--- config.mk ---
export PLATFORM = sky130hd
export DESIGN_NAME = instr_fetch
export DESIGN_NICKNAME = d
export VERILOG_FILES = /design/src/rtl/cpu_pkg.sv /design/src/rtl/fetch_pc.sv /design/src/rtl/instr_fetch.sv
export SDC_FILE = /design/constraint.sdc
export NUM_CORES = 1
export LEC_CHECK = 0
export BUFFER_PORTS_ARGS = -buffer_cell sky130_fd_sc_hd__buf_2
export CAP_MARGIN = 20
export CORE_MARGIN = 5
export CORE_UTILIZATION = 40
export DETAILED_ROUTE_END_ITERATION = 16
export PLACE_DENSITY = 0.7
export SLEW_MARGIN = 5
export SYNTH_ARGS = -nofsm -noshare
export SYNTH_HDL_FRONTEND = slang
export SYNTH_SLANG_ARGS = --single-unit
--- constraint.sdc ---
create_clock -name clk -period 1.55 [get_ports clk]
set_input_delay 0 -clock clk [delete_from_list [all_inputs] [get_ports clk]]
set_output_delay 0 -clock clk [all_outputs]
set_load 0.005 [all_outputs]
--- src/rtl/cpu_pkg.sv ---
// Shared CPU constants, fetch state encoding and the fetch->decode bundle.
package cpu_pkg;

  localparam int ADDR_W  = 10;
  localparam int INSTR_W = 10;

  localparam logic [ADDR_W-1:0]  RESET_PC  = 10'd1;
  localparam logic [INSTR_W-1:0] HALT_WORD = 10'b0010000010;
  localparam logic [INSTR_W-1:0] NOP_WORD  = 10'b0010000011;

  typedef enum logic {
    RUN,
    HALTED
  } fetch_state_t;

  typedef struct packed {
    logic [INSTR_W-1:0] instr;
    logic [ADDR_W-1:0]  pc;
    logic               valid;
  } if_id_t;

endpackage

--- src/rtl/fetch_pc.sv ---
// Program counter: reset load, redirect load, increment, otherwise frozen.
module fetch_pc
  import cpu_pkg::*;
(
  input  logic              clk,
  input  logic              reset,
  input  logic              load,
  input  logic [ADDR_W-1:0] load_addr,
  input  logic              advance,
  output logic [ADDR_W-1:0] pc
);

  always_ff @(posedge clk) begin
    if (reset) begin
      pc <= RESET_PC;
    end else if (load) begin
      pc <= load_addr;
    end else if (advance) begin
      pc <= pc + 1'b1;
    end
  end

endmodule

--- src/rtl/instr_fetch.sv ---
// Fetch stage: PC, ROM address, registered instr bundle, halt FSM.
// Optional FETCH_COUNT_EN adds a saturating fetch_count output.
module instr_fetch
  import cpu_pkg::*;
(
  input  logic               clk,
  input  logic               reset,
  output logic [ADDR_W-1:0]  rom_addr,
  input  logic [INSTR_W-1:0] rom_data,
  input  logic               stall,
  input  logic               redirect_valid,
  input  logic [ADDR_W-1:0]  redirect_addr,
  output logic [INSTR_W-1:0] instr,
  output logic [ADDR_W-1:0]  instr_pc,
  output logic               instr_valid,
  output logic               halted
`ifdef FETCH_COUNT_EN
  ,
  output logic [15:0]        fetch_count
`endif
);

  fetch_state_t      state, state_d;
  if_id_t            out_q, out_d;
  logic [ADDR_W-1:0] pc;
  logic              load, advance, capture;

  fetch_pc u_pc (
    .clk       (clk),
    .reset     (reset),
    .load      (load),
    .load_addr (redirect_addr),
    .advance   (advance),
    .pc        (pc)
  );

  always_comb begin
    state_d = state;
    out_d   = out_q;
    load    = 1'b0;
    advance = 1'b0;
    capture = 1'b0;
    unique case (state)
      RUN: begin
        if (redirect_valid) begin
          load        = 1'b1;
          out_d.instr = NOP_WORD;
          out_d.valid = 1'b0;
        end else if (!stall) begin
          capture = 1'b1;
          out_d   = '{instr: rom_data, pc: pc, valid: 1'b1};
          if (rom_data == HALT_WORD) begin
            state_d = HALTED;
          end else begin
            advance = 1'b1;
          end
        end
      end
      HALTED: begin
        // halt word leaves once decode has taken it
        if (!stall) begin
          out_d.instr = NOP_WORD;
          out_d.valid = 1'b0;
        end
      end
      default: state_d = RUN;
    endcase
  end

  always_ff @(posedge clk) begin
    if (reset) begin
      state <= RUN;
      out_q <= '{instr: NOP_WORD, pc: '0, valid: 1'b0};
    end else begin
      state <= state_d;
      out_q <= out_d;
    end
  end

`ifdef FETCH_COUNT_EN
  always_ff @(posedge clk) begin
    if (reset) begin
      fetch_count <= '0;
    end else if (capture && fetch_count != 16'hFFFF) begin
      fetch_count <= fetch_count + 16'd1;
    end
  end
`endif

  assign rom_addr    = pc;
  assign instr       = out_q.instr;
  assign instr_pc    = out_q.pc;
  assign instr_valid = out_q.valid;
  assign halted      = (state == HALTED);

endmodule

== After elaboration in Yosys (flattened, before gate mapping) ==
Index checks and enable logic that the tools add are counted.

* Add/sub/neg operators: 1
* Multipliers: 0
* Div/mod/pow operators: 0
* Magnitude comparators: 0
* Eq/ne operators: 3
* Shifts and indexed selects: 0
* Multiplexer cells: 19
* Bitwise gates (word level): 3
* Reductions and logical operators: 3

{| class="wikitable"
|+ Operators by type and width
! kind !! count
|-
| $mux W10 || 4
|-
| $mux W21 || 1
|-
| $pmux W10 S2 || 1
|-
| $mux W1 || 12
|-
| $add A10 B1 Y10 const B || 1
|-
| $eq A10 B8 Y1 const B || 1
|-
| $ne A3 B3 Y1 const B || 1
|-
| $not A1 Y1 || 3
|-
| $reduce_and A3 Y1 || 1
|-
| $ne A2 B2 Y1 const B || 1
|-
| $pmux W1 S2 || 1
|-
| $reduce_and A2 Y1 || 1
|-
| $reduce_bool A2 Y1 || 1
|}

* Bits in registers: 32
* Latch bits: 0
* Bits in writable memories: 0
* Memory bits (read-only): 0
* Output and inout bits: 32
* Logic and storage cells: 34
* Memories kept: 0

== Longest topological paths before layout ==
Gate-level depths: netlist (run 1).

* Word-level depth: 7
* Depth in mapped cells: 6
* Depth with buffers taken out: 4

== Cells and area by module ==
A second synthesis (run 1) with hierarchy kept.

* Cell total of the unflattened synthesis: 161
* Area, all modules: 1396.3 sq um

{| class="wikitable"
|+ By module, submodules not included
! module !! times used !! cells an instance !! area an instance (sq um) !! sequential area each (sq um)
|-
| instr_fetch || 1 || 94 || 829.5 || 440.4
|-
| fetch_pc || 1 || 67 || 566.8 || 200.2
|}

== Worst setup path before layout (run 1) ==
No wires, ideal clock.

* Kind: register to register
* Start point: register state (netlist: halted)
* End point: register u_pc.pc[1]
* Data arrival time: 1.467 ns
* Slack: -0.016 ns
* Cell stages (with the launch flop): 7
* Path buffers: 2
* Period minus slack after synthesis: 1.566 ns
* Cells stage by stage: dfxtp_1 -> or3_1 -> buf_2 -> a31oi_4 -> buf_6 -> nor3_2 -> a2111oi_4

* Cells in the longest elaborated chain, start to end: 2
* Elaborated cells between the ends (all ways): 4

{| class="wikitable"
|+ Ends and longest elaborated chain
! what !! line !! text
|-
| start: declaration || instr_fetch.sv:23 || <nowiki>fetch_state_t state, state_d;</nowiki>
|-
| start signal: assignment || instr_fetch.sv:75 || <nowiki>state <= state_d;</nowiki>
|-
| $mux W1 || instr_fetch.sv:43 || <nowiki>unique case (state)</nowiki>
|-
| $mux W10 or $reduce_bool A2 Y1 (tied branches) || -- ||
|-
| end signal: assignment || fetch_pc.sv:17 || <nowiki>pc <= load_addr;</nowiki>
|-
| end signal: assignment || fetch_pc.sv:19 || <nowiki>pc <= pc + 1'b1;</nowiki>
|-
| end: declaration || fetch_pc.sv:10 || <nowiki>output logic [ADDR_W-1:0] pc</nowiki>
|}

Parallel ways exist; a longest one is shown, timed or not.
A chain may end at the register's enable or synchronous reset.

== Final worst setup path (run 1) ==
* Start point: register state (netlist: halted)
* End point: register u_pc.pc[5]

The elaborated chain is that of the path after synthesis.

==> summary.md, run 1 <==
| Metric | Value |
|---|---|
| First-pass GRT wire length | 6.851 mm |
| FMAX | 659.6 MHz |
| Hold slack | 0.03748 ns |
| Clock Latency Late Sink | 0.28 ns |
| Synth top area share | 43.61% |
| Fin util | 59.65% |
| Post-DR wirelength/cell | 13.86 um |
| Via-to-Cell Ratio | 5.152 |
| Synthesis Warnings | 0 |
| Post-DP HPWL | 2.796 mm |
| Die area | 4984 sq um |
| P_leak | 0.9403 nW |
| Hold WC Path Type | in2reg |
| Placed Area | 1864 sq um |
| Number of synthesized register bits | 32 |
| RSZ-0062 raised after global routing | yes |
| Main flop type after synthesis | dfxtp_1 |
| Most frequent cells in the layout | 54 x buf_2, 31 x dfxtp_1, 21 x nand2_1 |
| Core Area | 3606 sq um |
| Crit. End Element | register |
| Overflow after GRT | 0 |
| Crit Path Class | reg2reg |
| Final antenna-violating net count | 0 |
| DR iter-0 viols | 88 |
| Relative slew slack | 66.75% |
| Worst-margin pin slew | 0.4987 ns |
| Clock share of power | 35.1% |
| Final nets | 266 |
| Cell internal pwr | 1.386 mW |
| Leading cell type in the layout, fill and taps excluded | buf_2 |
| Mapped Area | 1469 sq um |
| Max Cap Viol | 0 |
| H-Tree Depth | 2 |
| Share of cells above drive strength 1 | 38.84% |
| Final hold violation count | 0 |
| Gate Count Post-Synth | 160 |
| Initial antenna violation count | 0 |
| Synthesized net count | 185 |
| Comb power frac | 17.2% |
| Sequential fraction of the synthesis area | 43.61% |
| Arr. time, crit path | 1.72 ns |
| Sw Pwr | 0.4738 mW |
| IO buf count | 55 |
| CP max FO | 8 |
| Syn Area/Cell | 9.181 sq um |
| Vias post-DR | 1494 |
| 1st-pass router iterations | 4 |
| Cell count of the worst reg-to-reg path | 5 |
| Crit path required time | 1.75 ns |
| VDD IR max | 0.3886 mV |
| Post-CTS Setup Bufs | 0 |
| CTS sink count | 32 |
| Die height | 70.60 um |
| Synth async-reset ratio | 0% |
| Final setup fails | 0 |
| Clock Path Buffers | 2 |
| CTS tree | done |
| Final Max Tran Viols | 0 |
| Worst Setup Start Kind | register |
| Ranking of synthesized cells by area | dfxtp_1 44%, nor4_2 6.0%, nand2_1 5.4% |
| Gpl congestion | 0.7723 |
| CTS clock-pin slew for the worst setup and hold paths | 0.07 ns |
| Yosys cell types | 32 |
| Post-synth top area cell | dfxtp_1 |
| Clk_skew | 0.004354 ns |
| DRC | 0 |
| Chip Width | 70.60 um |
| IO Pins | 56 |
| Drt total wl | 4.019 mm |
| Seq pwr share | 47.7% |
| Largest net degree at the start of global routing | 25 |
| Synth-to-layout area growth | 46.42% |
| Pwr dens | 864.9 nW/um^2 |
| Starting Density | 40.74% |
| Minimum clock period | 1.516 ns |
| Post-synth EDFFs | 0 |
| Fin crit share | 97.80% |
| Num rows | 22 |
| Status | completed |
| CTS Root Cell | clkbuf_8 |
| Total CTS buffers | 5 |
| Sw Share | 25.47% |
| Pre-CTS WS | 0.01336 ns |
| Antenna cells | 0 |
| Final setup margin | 0.03404 ns |
| Design area | 2151 sq um |
| Vias in the first global route | 1578 |
| Cell depth of the worst min-delay path | 3 |
| Total Routing Usage GR | 16.81% |
==> logic make-up (layout without fill, tap and decap cells) <==
group                    count (synthesis)  in the layout  share of synthesized area [%]
buffers and inverters                   16             98                          5.196
AND/OR/NAND/NOR                         77             77                          32.11
adder cells (fa/ha/maj)                  1              1                         0.8517
flip-flops                              32             32                          43.61
AO/OA/AOI/OAI                           34             34                          18.23
==> worst paths after layout <==
| check | slack [ns] | to | start |
|---|---|---|---|
| setup / recovery | 0.03 | u_pc.pc[5]$_SDFFE_PP0P_ | halted$_SDFF_PP0_ |
| hold / removal | 0.04 | u_pc.pc[7]$_SDFFE_PP0P_ | redirect_addr[7] |
| setup reg to reg | 0.03 | u_pc.pc[5]$_SDFFE_PP0P_ | halted$_SDFF_PP0_ |
| hold reg to reg | 0.45 | instr_pc[1]$_SDFFE_PP0P_ | instr_pc[1]$_SDFFE_PP0P_ |
==> metrics by stage <==
stage	power (mW)	std cells	setup TNS, ns
2_1_floorplan	1.052	160	0
5_1_grt	1.946	290	-0.05388
6_report	1.860	290	0
4_1_cts	1.872	291	0
3_5_place_dp	1.183	266	0
3_3_place_gp	1.179	266	0
==> worst max-delay path: stages (launching register included) <==
cell and delay [ns]:
dfxtp_2 0.32, or3_4 0.38, a31oi_4 0.26, buf_6 0.17, a311oi_1 0.10, nor4_2 0.21
==> registers in the layout, summed over array words and instances, names as in the netlist <==
name         flops
halted           1
instr           10
instr_pc        10
u_pc.pc         10
instr_valid      1
==> per-layer routing <==
layer | vias up | share of wire (%) | track usage (%)
met4 | 0 | 1.3 | 6.681
li1 | 742 | - | -
met5 | - | 0 | 0
met2 | 50 | 48 | 28.07
met1 | 697 | 43 | 20.09
met3 | 5 | 7.5 | 5.398
==> Yosys cell counts, drive strengths merged, types with 4 or more instances <==
cell    instances
and4            7
and3            4
and2            4
clkbuf          9
nor2           18
a21oi          12
nor4            8
nand2          21
dfxtp          32
nor3            5
buf             5
a22oi           7
a311oi          6
==> power by group through the flow <==
stage	registers, mW	logic, mW	clock network (mW)
2_1_floorplan	0.913	0.139	0
3_3_place_gp	0.905	0.274	0
3_5_place_dp	0.905	0.278	0
4_1_cts	0.887	0.310	0.674
5_1_grt	0.892	0.355	0.699
6_report	0.888	0.320	0.653
==> repair_timing <==
action                                 CTS  global route
setup endpoints to repair                0             7
endpoints found under the hold margin   17             0
gates resized for setup                  0             6
hold buffers                            17             0
==> cell type report <==
class / count / area [sq um]
clock buffers: 8 / 90.09
repair buffers: 88 / 579.3
flip-flops and latches: 32 / 641.9
multi-input cells: 112 / 772.0
inverters: 2 / 7.507
fillers: 336 / 1455
well taps: 48 / 60.06
Power figures use the tool's default switching activity.
==> inputs of run 2 (changes only) <==
- ABC_CLOCK_PERIOD_IN_PS: default -> 1550
- CORE_UTILIZATION: 40 -> 35
- MAX_ROUTING_LAYER: default -> met4
- PLACE_DENSITY: 0.7 -> default
==> summary.md, run 2 (synthesized netlist as in run 1, its figures left out) <==
| Metric | Value |
|---|---|
| P_leak | 0.9338 nW |
| Pwr dens | 933.2 nW/um^2 |
| Drt total wl | 4.034 mm |
| CP max stage cell | or3_4 |
| Most frequent cells in the layout | 55 x buf_2, 31 x dfxtp_1, 21 x nand2_1 |
| Relative slew slack | 71.06% |
| Arr. time, crit path | 1.70 ns |
| CTS sink count | 32 |
| Sw Share | 24.73% |
| Layout fillers | 384 |
| Seq pwr share | 44.6% |
| 1st-pass router iterations | 4 |
| Share of cells above drive strength 1 | 40.00% |
| Post-DP HPWL | 2.885 mm |
| Initial antenna violation count | 0 |
| Sw Pwr | 0.4914 mW |
| Clock Path Buffers | 2 |
| Crit. End Element | register |
| Final Max Tran Viols | 0 |
| Slowest cell delay on critical path | 0.37 ns |
| Hold WC Path Type | in2reg |
| Vias post-DR | 1480 |
| Die height | 74.79 um |
| VDD IR max | 0.5141 mV |
| Final antenna-violating net count | 0 |
| First-pass GRT wire length | 6.617 mm |
| Core Area | 4029 sq um |
| Antenna cells | 0 |
| Final hold violation count | 0 |
| DRC | 0 |
| Num rows | 23 |
| Crit path required time | 1.75 ns |
| CTS clock-pin slew for the worst setup and hold paths | 0.07 ns |
| Post-DR wirelength/cell | 13.91 um |
| Total CTS buffers | 5 |
| Clock share of power | 39.6% |
| IO buf count | 55 |
| Worst-path cell chain | or3_4 > a31oi_4 > buf_6 > a311oi_2 > nor4_2 |
| Clk_skew | 0.003774 ns |
| Worst Setup Start Kind | register |
| FMAX | 666.0 MHz |
| RSZ-0062 raised after global routing | yes |
| CP max FO | 6 |
| Leading cell type in the layout, fill and taps excluded | buf_2 |
| Final nets | 264 |
| Pre-CTS WS | 0.03303 ns |
| H-Tree Depth | 2 |
| Gpl congestion | 0.7601 |
| Final setup margin | 0.04852 ns |
| CTS tree | done |
| Post-CTS Setup Bufs | 0 |
| Cell count of the worst reg-to-reg path | 5 |
| Fin util | 52.86% |
| Fin crit share | 96.87% |
| Cell depth of the worst min-delay path | 3 |
| Overflow after GRT | 0 |
| Via-to-Cell Ratio | 5.103 |
| Synth-to-layout area growth | 44.97% |
| Placed Area | 1859 sq um |
| Die area | 5593 sq um |
| Cell internal pwr | 1.496 mW |
| Minimum clock period | 1.501 ns |
| DR iter-0 viols | 74 |
| Design area | 2130 sq um |
| Comb power frac | 15.8% |
| Status | completed |
| Clock Latency Late Sink | 0.28 ns |
| Vias in the first global route | 1455 |
| Chip Width | 74.79 um |
| Crit Path Class | reg2reg |
| Max Cap Viol | 0 |
| Starting Density | 36.46% |
| CTS Root Cell | clkbuf_8 |
| Total Routing Usage GR | 15.80% |
| Final setup fails | 0 |
| IO Pins | 56 |
| Largest net degree at the start of global routing | 19 |
| Worst-margin pin slew | 0.4330 ns |
-- run 2: cell count changes in the layout (fill, tap and decap cells not counted) --
cell           delta
dlygate4sd3_1     -3
clkbuf_8          -1
buf_4             +2
bufinv_16         +1
nor4b_2           +1
buf_6             -2
clkinv_2          +1
buf_2             +1
nor4b_4           -1
clkbuf_1          -1
-- run 2: stage by stage --
stage / total power, mW / cells / setup TNS, ns / hold slack, ns
6_report: 1.987 / 290 / 0 / 0.003618
5_1_grt: 2.078 / 290 / -0.08930 / 0.01499
4_1_cts: 1.999 / 289 / 0 / 0.005086
3_5_place_dp: 1.186 / 267 / 0 / 0.2404
3_3_place_gp: 1.184 / 267 / 0 / 0.2409
2_1_floorplan: 1.052 / 160 / 0 / 0.1283
-- run 2: repair_timing --
item / in CTS / in global routing
endpoints found under the hold margin: 14 / 0
hold buffers: 14 / 0
resized for setup: 0 / 4
setup endpoints to repair: 0 / 5
-- run 2: area by class of cell --
cell class              instances  area, sq um  share of cell area [%]
multi-input cells             112        763.2                   35.84
flip-flops and latches         32        641.9                   30.14
repair buffers                 86        546.8                   25.68
clock buffers                   6        72.57                   3.408
well taps                      50        62.56                   2.938
clock inverters                 2        35.03                   1.645
inverters                       2        7.507                  0.3525
-- run 2: worst paths after layout --
kind                            start                        to  slack [ns]
max                 halted$_SDFF_PP0_   u_pc.pc[6]$_SDFFE_PP0P_        0.05
min                  redirect_addr[4]   u_pc.pc[4]$_SDFFE_PP0P_       0.004
max reg2reg         halted$_SDFF_PP0_   u_pc.pc[6]$_SDFFE_PP0P_        0.05
min reg2reg  instr_pc[3]$_SDFFE_PP0P_  instr_pc[3]$_SDFFE_PP0P_        0.45
-- run 2: metal layers --
layer,GRT usage (%),vias to the layer above,wire length [um]
li1,-,739,-
met1,19.33,684,1828
met2,25.46,47,1849
met3,4.406,10,296
met4,4.545,0,59
met5,-,-,0
-- run 2: power groups by stage --
| stage | combinational [mW] | sequential (mW) | clock [mW] |
|---|---|---|---|
| after floorplan | 0.139 | 0.913 | 0 |
| after global placement | 0.280 | 0.904 | 0 |
| after detailed placement | 0.282 | 0.904 | 0 |
| after CTS | 0.309 | 0.886 | 0.804 |
| after global routing | 0.349 | 0.891 | 0.838 |
| final | 0.314 | 0.886 | 0.787 |
-- run 2: critical path: cells and delay by family (launching register included) --
kind                   cells  cell delay, ns
and+or+nand+nor            2            0.61
AOI/OAI and AO/OA          2            0.33
DFF                        1            0.32
buffers and inverters      1            0.16
